`src/rtl/sanduba_panel_if.sv`:
```
`default_nettype none
`timescale 1ns/1ps
// +----------------------------------------------------------------------------+
// | Module      : sanduba_panel_if                                             |
// | Description : Request/response bundle between the front panel and the      |
// |               sandwich vending FSM.                                        |
// |               master (panel) drives R_green, R_atum, R_bacon, M100, DEV,   |
// |               erro; slave (FSM) drives busy, D100, GREEN, ATUM, BACON.     |
// | Revision    : 1.0 - initial release                                        |
// +----------------------------------------------------------------------------+
interface sanduba_panel_if;
  logic busy;
  logic D100;
  logic GREEN;
  logic ATUM;
  logic BACON;
  logic R_green;
  logic R_atum;
  logic R_bacon;
  logic M100;
  logic DEV;
  logic erro;

  modport master (
    input  busy, D100, GREEN, ATUM, BACON,
    output R_green, R_atum, R_bacon, M100, DEV, erro
  );

  modport slave (
    output busy, D100, GREEN, ATUM, BACON,
    input  R_green, R_atum, R_bacon, M100, DEV, erro
  );
endinterface
`default_nettype wire

```
`src/rtl/sanduba_panel.sv`:
```
`default_nettype none
`timescale 1ns/1ps
// +----------------------------------------------------------------------------+
// | Module      : sanduba_panel                                                |
// | Description : Front-panel request issuer. Synchronizes and debounces the   |
// |               raw buttons/coin sensor, latches presses as pending events   |
// |               and issues them to the vending FSM as one-cycle pulses while |
// |               the FSM is not busy. Counts deliveries/coin returns and      |
// |               flags protocol timeouts.                                     |
// | Ports       : clock, reset (async, active low)                             |
// |               btn_green/btn_atum/btn_bacon/coin_in/btn_dev : raw inputs    |
// |               bus          : FSM handshake (master side)                   |
// |               pending      : latched unissued {dev,coin,bacon,atum,green}  |
// |               *_cnt        : saturating delivery / coin-return counters    |
// |               timeout_err  : sticky protocol-timeout flag                  |
// | Revision    : 1.0 - initial release                                        |
// +----------------------------------------------------------------------------+
module sanduba_panel #(
  parameter int DEBOUNCE_CYCLES = 4,
  parameter int CNT_W           = 8,
  parameter int ACK_WAIT        = 3,
  parameter int DONE_TIMEOUT    = 32
) (
  input  logic               clock,
  input  logic               reset,
  input  logic               btn_green,
  input  logic               btn_atum,
  input  logic               btn_bacon,
  input  logic               coin_in,
  input  logic               btn_dev,
  sanduba_panel_if.master    bus,
  output logic [4:0]         pending,
  output logic [CNT_W-1:0]   green_cnt,
  output logic [CNT_W-1:0]   atum_cnt,
  output logic [CNT_W-1:0]   bacon_cnt,
  output logic [CNT_W-1:0]   coin_ret_cnt,
  output logic               timeout_err
);

  localparam int c_DB_W     = $clog2(DEBOUNCE_CYCLES + 1);
  localparam int c_WAIT_MAX = (ACK_WAIT > DONE_TIMEOUT) ? ACK_WAIT : DONE_TIMEOUT;
  localparam int c_WT_W     = $clog2(c_WAIT_MAX + 1);

  typedef enum logic [1:0] {
    S_IDLE      = 2'd0,
    S_ISSUE     = 2'd1,
    S_WAIT_BUSY = 2'd2,
    S_WAIT_DONE = 2'd3
  } state_t;

  // Bit order shared by pending and the request vector.
  logic [4:0] w_raw;
  assign w_raw = {btn_dev, coin_in, btn_bacon, btn_atum, btn_green};

  logic [4:0] r_sync1;
  logic [4:0] r_sync2;
  logic [4:0] r_evt;

  always_ff @(posedge clock or negedge reset) begin
    if (!reset) begin
      r_sync1 <= '0;
      r_sync2 <= '0;
    end else begin
      r_sync1 <= w_raw;
      r_sync2 <= r_sync1;
    end
  end

  // The event flop fires on the same edge the counter reaches its ceiling, so
  // the pulse is high exactly during the cycle the count first equals it.
  for (genvar i = 0; i < 5; i++) begin : g_debounce
    logic [c_DB_W-1:0] r_db_cnt;
    always_ff @(posedge clock or negedge reset) begin
      if (!reset) begin
        r_db_cnt <= '0;
        r_evt[i] <= 1'b0;
      end else begin
        r_evt[i] <= r_sync2[i] && (r_db_cnt == c_DB_W'(DEBOUNCE_CYCLES - 1));
        if (!r_sync2[i])
          r_db_cnt <= '0;
        else if (r_db_cnt != c_DB_W'(DEBOUNCE_CYCLES))
          r_db_cnt <= r_db_cnt + 1'b1;
      end
    end
  end

  state_t            r_state;
  state_t            w_state_nxt;
  logic [4:0]        r_req;
  logic [4:0]        w_req_nxt;
  logic              r_erro;
  logic              w_erro_nxt;
  logic [c_WT_W-1:0] r_wait;
  logic [c_WT_W-1:0] w_wait_nxt;
  logic              r_timeout;
  logic              w_to_set;
  logic [4:0]        r_pending;
  logic [4:0]        w_clr;
  logic              w_multi;

  // More than one bit set: clearing the lowest set bit leaves something.
  assign w_multi = (r_pending & (r_pending - 5'd1)) != 5'd0;

  always_ff @(posedge clock or negedge reset) begin
    if (!reset) begin
      r_state   <= S_IDLE;
      r_req     <= '0;
      r_erro    <= 1'b0;
      r_wait    <= '0;
      r_timeout <= 1'b0;
      r_pending <= '0;
    end else begin
      r_state   <= w_state_nxt;
      r_req     <= w_req_nxt;
      r_erro    <= w_erro_nxt;
      r_wait    <= w_wait_nxt;
      if (w_to_set)
        r_timeout <= 1'b1;
      // Events landing during ISSUE survive even if their bit is being issued.
      r_pending <= (r_pending & ~w_clr) | r_evt;
    end
  end

  always_comb begin
    w_state_nxt = r_state;
    w_req_nxt   = '0;
    w_erro_nxt  = 1'b0;
    w_wait_nxt  = r_wait;
    w_to_set    = 1'b0;
    w_clr       = '0;
    case (r_state)
      S_IDLE: begin
        if ((r_pending != 5'd0) && !bus.busy) begin
          w_state_nxt = S_ISSUE;
          w_req_nxt   = r_pending;
          w_erro_nxt  = w_multi;
        end
      end
      S_ISSUE: begin
        w_state_nxt = S_WAIT_BUSY;
        w_clr       = r_req;
        w_wait_nxt  = '0;
      end
      S_WAIT_BUSY: begin
        if (bus.busy) begin
          w_state_nxt = S_WAIT_DONE;
          w_wait_nxt  = '0;
        end else if (r_wait == c_WT_W'(ACK_WAIT - 1)) begin
          w_to_set    = 1'b1;
          w_state_nxt = S_IDLE;
        end else begin
          w_wait_nxt  = r_wait + 1'b1;
        end
      end
      S_WAIT_DONE: begin
        if (!bus.busy) begin
          w_state_nxt = S_IDLE;
        end else if (r_wait < c_WT_W'(DONE_TIMEOUT)) begin
          w_wait_nxt = r_wait + 1'b1;
          if (r_wait == c_WT_W'(DONE_TIMEOUT - 1))
            w_to_set = 1'b1;
        end
      end
      default: w_state_nxt = S_IDLE;
    endcase
  end

  // Requests are masked by busy so a pulse can never overlap an FSM episode,
  // even if another source raises busy during the issue cycle.
  assign bus.R_green = r_req[0] & ~bus.busy;
  assign bus.R_atum  = r_req[1] & ~bus.busy;
  assign bus.R_bacon = r_req[2] & ~bus.busy;
  assign bus.M100    = r_req[3] & ~bus.busy;
  assign bus.DEV     = r_req[4] & ~bus.busy;
  assign bus.erro    = r_erro   & ~bus.busy;

  assign pending     = r_pending;
  assign timeout_err = r_timeout;

  // Counter order: green, atum, bacon, coin return.
  logic [3:0]       w_strb;
  logic [3:0]       r_strb_prev;
  logic [CNT_W-1:0] r_cnt [4];

  assign w_strb = {bus.D100, bus.BACON, bus.ATUM, bus.GREEN};

  always_ff @(posedge clock or negedge reset) begin
    if (!reset)
      r_strb_prev <= '0;
    else
      r_strb_prev <= w_strb;
  end

  for (genvar j = 0; j < 4; j++) begin : g_counter
    always_ff @(posedge clock or negedge reset) begin
      if (!reset)
        r_cnt[j] <= '0;
      else if (w_strb[j] && !r_strb_prev[j] && (r_cnt[j] != {CNT_W{1'b1}}))
        r_cnt[j] <= r_cnt[j] + 1'b1;
    end
  end

  assign green_cnt    = r_cnt[0];
  assign atum_cnt     = r_cnt[1];
  assign bacon_cnt    = r_cnt[2];
  assign coin_ret_cnt = r_cnt[3];

endmodule
`default_nettype wire

```
`src/flat_wrapper.sv`:
```
// flat-port wrapper written by rule: the top's interface ports become plain ports
module sanduba_panel_flat 
#(
  parameter int DEBOUNCE_CYCLES = 4,
  parameter int CNT_W           = 8,
  parameter int ACK_WAIT        = 3,
  parameter int DONE_TIMEOUT    = 32
)
  (clock, reset, btn_green, btn_atum, btn_bacon, coin_in, btn_dev, pending, green_cnt, atum_cnt, bacon_cnt, coin_ret_cnt, timeout_err, bus_busy, bus_D100, bus_GREEN, bus_ATUM, bus_BACON, bus_R_green, bus_R_atum, bus_R_bacon, bus_M100, bus_DEV, bus_erro);
  sanduba_panel_if bus_i ();
  input  logic clock;
  input  logic reset;
  input  logic btn_green;
  input  logic btn_atum;
  input  logic btn_bacon;
  input  logic coin_in;
  input  logic btn_dev;
  output logic [4:0] pending;
  output logic [CNT_W-1:0] green_cnt;
  output logic [CNT_W-1:0] atum_cnt;
  output logic [CNT_W-1:0] bacon_cnt;
  output logic [CNT_W-1:0] coin_ret_cnt;
  output logic timeout_err;
  input wire logic [$bits(bus_i.busy)-1:0] bus_busy;
  input wire logic [$bits(bus_i.D100)-1:0] bus_D100;
  input wire logic [$bits(bus_i.GREEN)-1:0] bus_GREEN;
  input wire logic [$bits(bus_i.ATUM)-1:0] bus_ATUM;
  input wire logic [$bits(bus_i.BACON)-1:0] bus_BACON;
  output wire logic [$bits(bus_i.R_green)-1:0] bus_R_green;
  output wire logic [$bits(bus_i.R_atum)-1:0] bus_R_atum;
  output wire logic [$bits(bus_i.R_bacon)-1:0] bus_R_bacon;
  output wire logic [$bits(bus_i.M100)-1:0] bus_M100;
  output wire logic [$bits(bus_i.DEV)-1:0] bus_DEV;
  output wire logic [$bits(bus_i.erro)-1:0] bus_erro;
  assign bus_i.busy = bus_busy;
  assign bus_i.D100 = bus_D100;
  assign bus_i.GREEN = bus_GREEN;
  assign bus_i.ATUM = bus_ATUM;
  assign bus_i.BACON = bus_BACON;
  assign bus_R_green = bus_i.R_green;
  assign bus_R_atum = bus_i.R_atum;
  assign bus_R_bacon = bus_i.R_bacon;
  assign bus_M100 = bus_i.M100;
  assign bus_DEV = bus_i.DEV;
  assign bus_erro = bus_i.erro;
  sanduba_panel #(.DEBOUNCE_CYCLES(DEBOUNCE_CYCLES), .CNT_W(CNT_W), .ACK_WAIT(ACK_WAIT), .DONE_TIMEOUT(DONE_TIMEOUT)) u_core (.clock(clock), .reset(reset), .btn_green(btn_green), .btn_atum(btn_atum), .btn_bacon(btn_bacon), .coin_in(coin_in), .btn_dev(btn_dev), .bus(bus_i), .pending(pending), .green_cnt(green_cnt), .atum_cnt(atum_cnt), .bacon_cnt(bacon_cnt), .coin_ret_cnt(coin_ret_cnt), .timeout_err(timeout_err));
endmodule
```
`config.mk`:
```
export PLATFORM = sky130hd
export DESIGN_NAME = sanduba_panel_flat
export DESIGN_NICKNAME = d
export VERILOG_FILES = /design/src/rtl/sanduba_panel_if.sv /design/src/rtl/sanduba_panel.sv /design/src/flat_wrapper.sv
export SDC_FILE = /design/constraint.sdc
export NUM_CORES = 1
export LEC_CHECK = 0
export CORE_MARGIN = 1.5
export CORE_UTILIZATION = 54
export DETAILED_ROUTE_END_ITERATION = 10
export PLACE_DENSITY = 0.79
export REMOVE_ABC_BUFFERS = 1
export SYNTH_ARGS = -nofsm -noshare
export SYNTH_HDL_FRONTEND = slang
export SYNTH_SLANG_ARGS = --single-unit
```
`constraint.sdc`:
```
create_clock -name clock -period 2.45 [get_ports clock]
set_clock_uncertainty 0.15 [all_clocks]
set_input_delay 0.6125 -clock clock [delete_from_list [all_inputs] [get_ports clock]]
set_output_delay 0.6125 -clock clock [all_outputs]
set_load 0.005 [all_outputs]
```
**Word level (Yosys, flattened, before mapping)**

Cells that the tools add are included.
W data, S select, Z words.

- Register bits: 86
- Input port bits: 12
- Logic and storage cells: 132

- Add/sub/neg operators: 11
- $lt $le $gt $ge: 1
- Equality and inequality tests: 30
- Muxes and demuxes: 31
- Bitwise gates (word level): 11
- Reductions and logical operators: 25

Operators by type and width:

| cell | count |
|---|---|
| $add A8 B1 Y8 const B | 4 |
| $ne A8 B8 Y1 const B | 4 |
| $mux W3 | 10 |
| $mux W6 | 4 |
| $ne A3 B3 Y1 const B | 6 |
| $pmux W6 S3 | 1 |
| $add A3 B1 Y3 const B | 5 |
| $eq A3 B2 Y1 const B | 5 |
| $mux W5 | 3 |
| $logic_and A1 B1 Y1 | 14 |
| $ne A2 B2 Y1 const B | 7 |
| $and A5 B5 Y5 | 2 |
| $reduce_bool A5 Y1 | 2 |
| $mux W2 | 4 |
| $pmux W2 S4 | 1 |
| $mux W1 | 7 |
| $add A6 B1 Y6 const B | 1 |
| $and A1 B1 Y1 | 6 |
| $eq A6 B2 Y1 const B | 1 |
| $eq A6 B5 Y1 const B | 1 |
| $lt A6 B6 Y1 const B | 1 |
| $logic_not A1 Y1 | 5 |
| $not A5 Y5 | 1 |
| $or A5 B5 Y5 | 1 |
| other kinds (11) | 13 |

**Logic depth before layout (Yosys ltp)**

Gate-level depths: netlist of run 1.

- Depth after elaboration: 5
- Mapped depth: 6
- Depth with buffers taken out: 6

**Least setup slack after synthesis of run 1**

OpenSTA, ideal clock, no wires.

- Kind: register to register
- Start point: register u_core.r_cnt (netlist bit u_core.atum_cnt[0])
- End point: register u_core.r_cnt (netlist bit u_core.atum_cnt[1])
- Arrival time: 1.625 ns
- Data required time: 2.175 ns
- Path slack: 0.551 ns
- Cell stages (with the launch flop): 5
- Buffers on the path: 0
- Cell sequence: dfrtp_1 > ha_1 > and3_1 > a311oi_4 > mux2_2

- Word-level cells in the longest chain between the ends: 2
- Elaborated cells between the ends (all ways): 3

RTL lines:

| what | line | source |
|---|---|---|
| start, declared | sanduba_panel.sv:183 | `logic [CNT_W-1:0] r_cnt [4];` |
| start signal, assigned by index | sanduba_panel.sv:199 | `r_cnt[j] <= r_cnt[j] + 1'b1;` |
| branches (longest 2 deep; another with $add A8 B1 Y8) | n/a |  |

Several ways; the timed one is not identified.
A chain may end at the register's enable or synchronous reset.

**Worst setup path after layout of run 1**

- Start point: input bus_busy
- End point: output bus_R_bacon

- Word-level cells in the longest chain between the ends: 2

RTL lines:

| what | line | source |
|---|---|---|
| start, declared | flat_wrapper.sv:24 | `input wire logic [$bits(bus_i.busy)-1:0] bus_busy;` |
| $not A1 Y1 | sanduba_panel.sv:172 | `assign bus.R_bacon = r_req[2] & ~bus.busy;` |
| $and A1 B1 Y1 | sanduba_panel.sv:172 |  |
| end, declared | flat_wrapper.sv:31 | `output wire logic [$bits(bus_i.R_bacon)-1:0] bus_R_bacon;` |

Every way passes these cells.

==> results of run 1 <==
## power groups by stage
| stage | clock network (mW) | registers, mW | logic [mW] |
|---|---|---|---|
| floorplan | 0 | 2.25 | 1.12 |
| global placement | 0 | 2.30 | 1.81 |
| finish | 0.885 | 2.30 | 1.89 |
| detailed placement | 0 | 2.32 | 1.91 |
| CTS | 0.926 | 2.31 | 1.91 |
| global route | 0.978 | 2.38 | 2.15 |
## sequential cells by signal (all words and copies together), names as in the netlist, 6 cells and up
signal,flops
u_core.g_debounce.r_db_cnt,15
u_core.bacon_cnt,8
u_core.green_cnt,8
u_core.coin_ret_cnt,8
u_core.r_wait,6
u_core.atum_cnt,8
## timing repair
item / 4_1_cts / 5_1_grt
endpoints found under the setup margin: 6 / 0
resized for setup: 1 / 0
buffers inserted: 0 / 0
## per-stage QoR
| stage | util, % | hold slack [ns] | TNS, ns |
|---|---|---|---|
| 3_5_place_dp | 66.8 | 0.185 | -0.668 |
| 5_1_grt | 69.3 | 0.0959 | 0 |
| 6_report | 69.3 | 0.0854 | 0 |
| 2_1_floorplan | - | 0.167 | 0 |
| 4_1_cts | 69.3 | 0.0857 | 0 |
| 3_3_place_gp | 66.8 | 0.182 | -0.451 |
## kinds of logic after synthesis
group	share of synthesized area (%)
buf+inv	2.68
fa+ha+maj	8.23
xor+xnor	7.37
mux	3.38
simple gates	15.2
compound gates	8.23
flops	54.9
## synthesized netlist by cell type, types with 2 or more instances
| cell | instances |
|---|---|
| dfrtp_1 | 86 |
| nand2_1 | 32 |
| ha_1 | 25 |
| inv_1 | 25 |
| xnor2_1 | 19 |
| xor2_1 | 14 |
| nand3_1 | 13 |
| nor2_1 | 13 |
| nor2b_1 | 11 |
| a21boi_0 | 10 |
| and2_1 | 10 |
| and3_1 | 10 |
| nor3_1 | 9 |
| nand4_1 | 8 |
| mux2_2 | 6 |
| mux2i_1 | 5 |
| nand2b_1 | 5 |
| a21o_1 | 4 |
| o21ai_0 | 3 |
| a311oi_4 | 2 |
| and3_2 | 2 |
| o21a_1 | 2 |
| o21ai_2 | 2 |
## per-layer routing
layer / track usage (%) / vias up / routed length [µm]
li1: - / 1266 / -
met1: 24.2 / 1220 / 3060
met2: 28.8 / 62 / 2850
met3: 5.47 / 10 / 290
met4: 6.25 / 0 / 79
met5: 0 / - / 0
## how the worst max path moves through the flow
stage | from | endpoint | slack, ns | cells past startpoint
floorplan | u_core.atum_cnt[0] | u_core.atum_cnt[1] | 0.55 | 4
global placement | bus_busy | bus_R_bacon | -0.08 | 3
detailed placement | bus_busy | bus_R_bacon | -0.15 | 3
CTS | bus_busy | bus_R_bacon | 0.09 | 3
global route | bus_busy | bus_R_bacon | 0.04 | 3
finish | bus_busy | bus_R_bacon | 0.12 | 3
## final cells by class
| type | instances | area share, % |
|---|---|---|
| Sequential cell | 86 | 44.9 |
| Inverter | 25 | 1.96 |
| Clock inverter | 3 | 0.392 |
| Multi-Input combinational cell | 221 | 34.7 |
| Tap cell | 96 | 2.51 |
| Timing Repair Buffer | 58 | 12.2 |
| Clock buffer | 13 | 3.32 |
==> impl_results.md, run 1 <==
* Setup violation total in the final timing report at 0
* Sw frac at 34.2%
* Post-synth design cell area at 3920 µm²
* Largest fanout of any net on the critical path at 7
* Ratio of total power to cell area at 1060 nW/µm²
* Worst path max stage delay at 0.51 ns
* Internal at 3.34 mW
* R2R depth at 6
* CTS Root Buffer Type: clkbuf_8
* CTS tree: yes
* EDFF count, synth at 0
* Startpoint of the worst-slack reg-to-reg timing path: u_core.r_state[1]
* Number of cell rows at 30
* Number of buffers added on ports at 55
* Sequential cell area fraction in the yosys report at 54.9%
* Post-synthesis average cell area at 11.8 µm²
* Detailed-route wire length at 6290 µm
* Classification of the worst setup path: in2out
* Number of global-route vias before repair at 2512
* HPWL Detailed at 4560 µm
* Highest-count cells in the layout ignoring fill and taps: 86 x dfrtp_1, 53 x clkdlybuf4s50_1, 32 x nand2_1
* Number of design rule violations left after detail routing at 0
* Area of combinational cells with multiple inputs at 1660 µm²
* Clock slew at the register clock pins of the worst setup and hold paths at 0.08 ns
* Layout fillers at 542
* Die area at 7780 µm²
* Main area contributors after synthesis: dfrtp_1 55%, ha_1 8.0%, xnor2_1 4.2%, xor2_1 3.1%, nand2_1 3.1%
* Nets at 438
* Flop2flop setup slack at 0.30 ns
* Cell family with the largest share of critical-path delay: buffers and inverters
* Cell accounting for the most synthesized area: dfrtp_1
* Starting density of the core at 56.8%
* Count of max-cap constraint violations at 0
* Leakage Power at 2.25 nW
* Arrival time of data at the critical path endpoint at 1.57 ns
* Total power of the final layout at 5.08 mW
* Wire length of the first global-routing pass at 10900 µm
* Synthesis-stage register bit count at 86
* Area occupied by registers at 2150 µm²
* Total global routing overflow at 0
* Net switching component of the power at 1.74 mW
* X dimension of the die at 88.2 µm
* Antenna viol nets, final at 0
* Sequential Power Share at 45.3%
* Layout Area Growth over Synthesis at 22.2%
* Path category of the worst min-delay check: in2async
* Final std cell area, no fill at 4790 µm²
* Data required time at the worst endpoint at 1.69 ns
* Post-detailed-placement cell area at 4610 µm²
* Clock Latency Late Sink at 0.34 ns
* Deepest clock path buffer count at 2
* Post-CTS Hold Fix Bufs at 0
* Placed insts at 486
* Share of power burned in combinational logic at 37.2%
* Global placement routability congestion at 0.741
* H-tree level count at 3
* Most frequently used flop master after synthesis: dfrtp_1
* I/O pin total at 56
* DRT iter0 DRCs at 105
* Post-layout worst setup margin at 0.121 ns
* Chip Height at 88.2 µm
* Clock group share of total power at 17.4%
* Total clock buffers created by CTS at 9
* Timing-limited maximum frequency at 429 MHz
* Endpoint of the most critical register-to-register path: u_core.r_state[0]
* Count of cell types in the netlist at 40
* Total number of vias at 2558
* Most frequent standard cell in the layout excluding fill and tap cells: dfrtp_1
* Minimum clock period at 2.33 ns
* Maximum vdd ir drop at 0.603 mV
* Post-synth top area share at 54.9%
* # diodes at 0
* Rel. slew slack at 66.0%
* Setup crit end kind: output pin
* Maximum number of pins on one net before global-route repair at 40
* Outcome: complete, no violations
* Synthesized netlist cell count at 333
* Routed wirelength normalized by instance count at 12.5 µm
* Placement-stage worst setup slack at -0.149 ns
* Cell breakdown of the critical path: dlygate4sd2_1 -> nor2b_1 -> clkdlybuf4s50_1
* Share of layout cells above drive strength 1 at 9.36%
* Number of cells in the finished layout apart from fillers at 502
* Antenna violations before repair at 0
* Total buffers and inverters traversed by the critical path at 2
* Syn. warnings at 0
* Final hold violation count at 0
* All-Layer GR Usage at 18.2%
* CTS sink cnt at 86
* Area inside the core boundary at 6910 µm²
* Detail-routed via count per cell at 5.10
* Actual slew at the worst max-slew pin at 0.510 ns
* Post-route clock period utilization at 95.1%
* Slowest-stage cell, CP: clkdlybuf4s50_1
* Max Slew Vio Count at 0
* Asr flop ratio synth at 100%
* DR pass1 iterations at 6
* Unrepaired setup endpoints after global routing: no
* Startpoint type of the worst setup path: input pin
Power figures use the tool's default switching activity.
==> run 2, diff against run 1 <==
--- a/config.mk
+++ b/config.mk
@@ -10,6 +10,7 @@
 export DETAILED_ROUTE_END_ITERATION = 10
 export PLACE_DENSITY = 0.79
 export REMOVE_ABC_BUFFERS = 1
+export SKIP_LAST_GASP = 1
 export SYNTH_ARGS = -nofsm -noshare
 export SYNTH_HDL_FRONTEND = slang
 export SYNTH_SLANG_ARGS = --single-unit
==> results of run 2 <==
No change in the layout: final DEF, timing and power equal those of run 1.
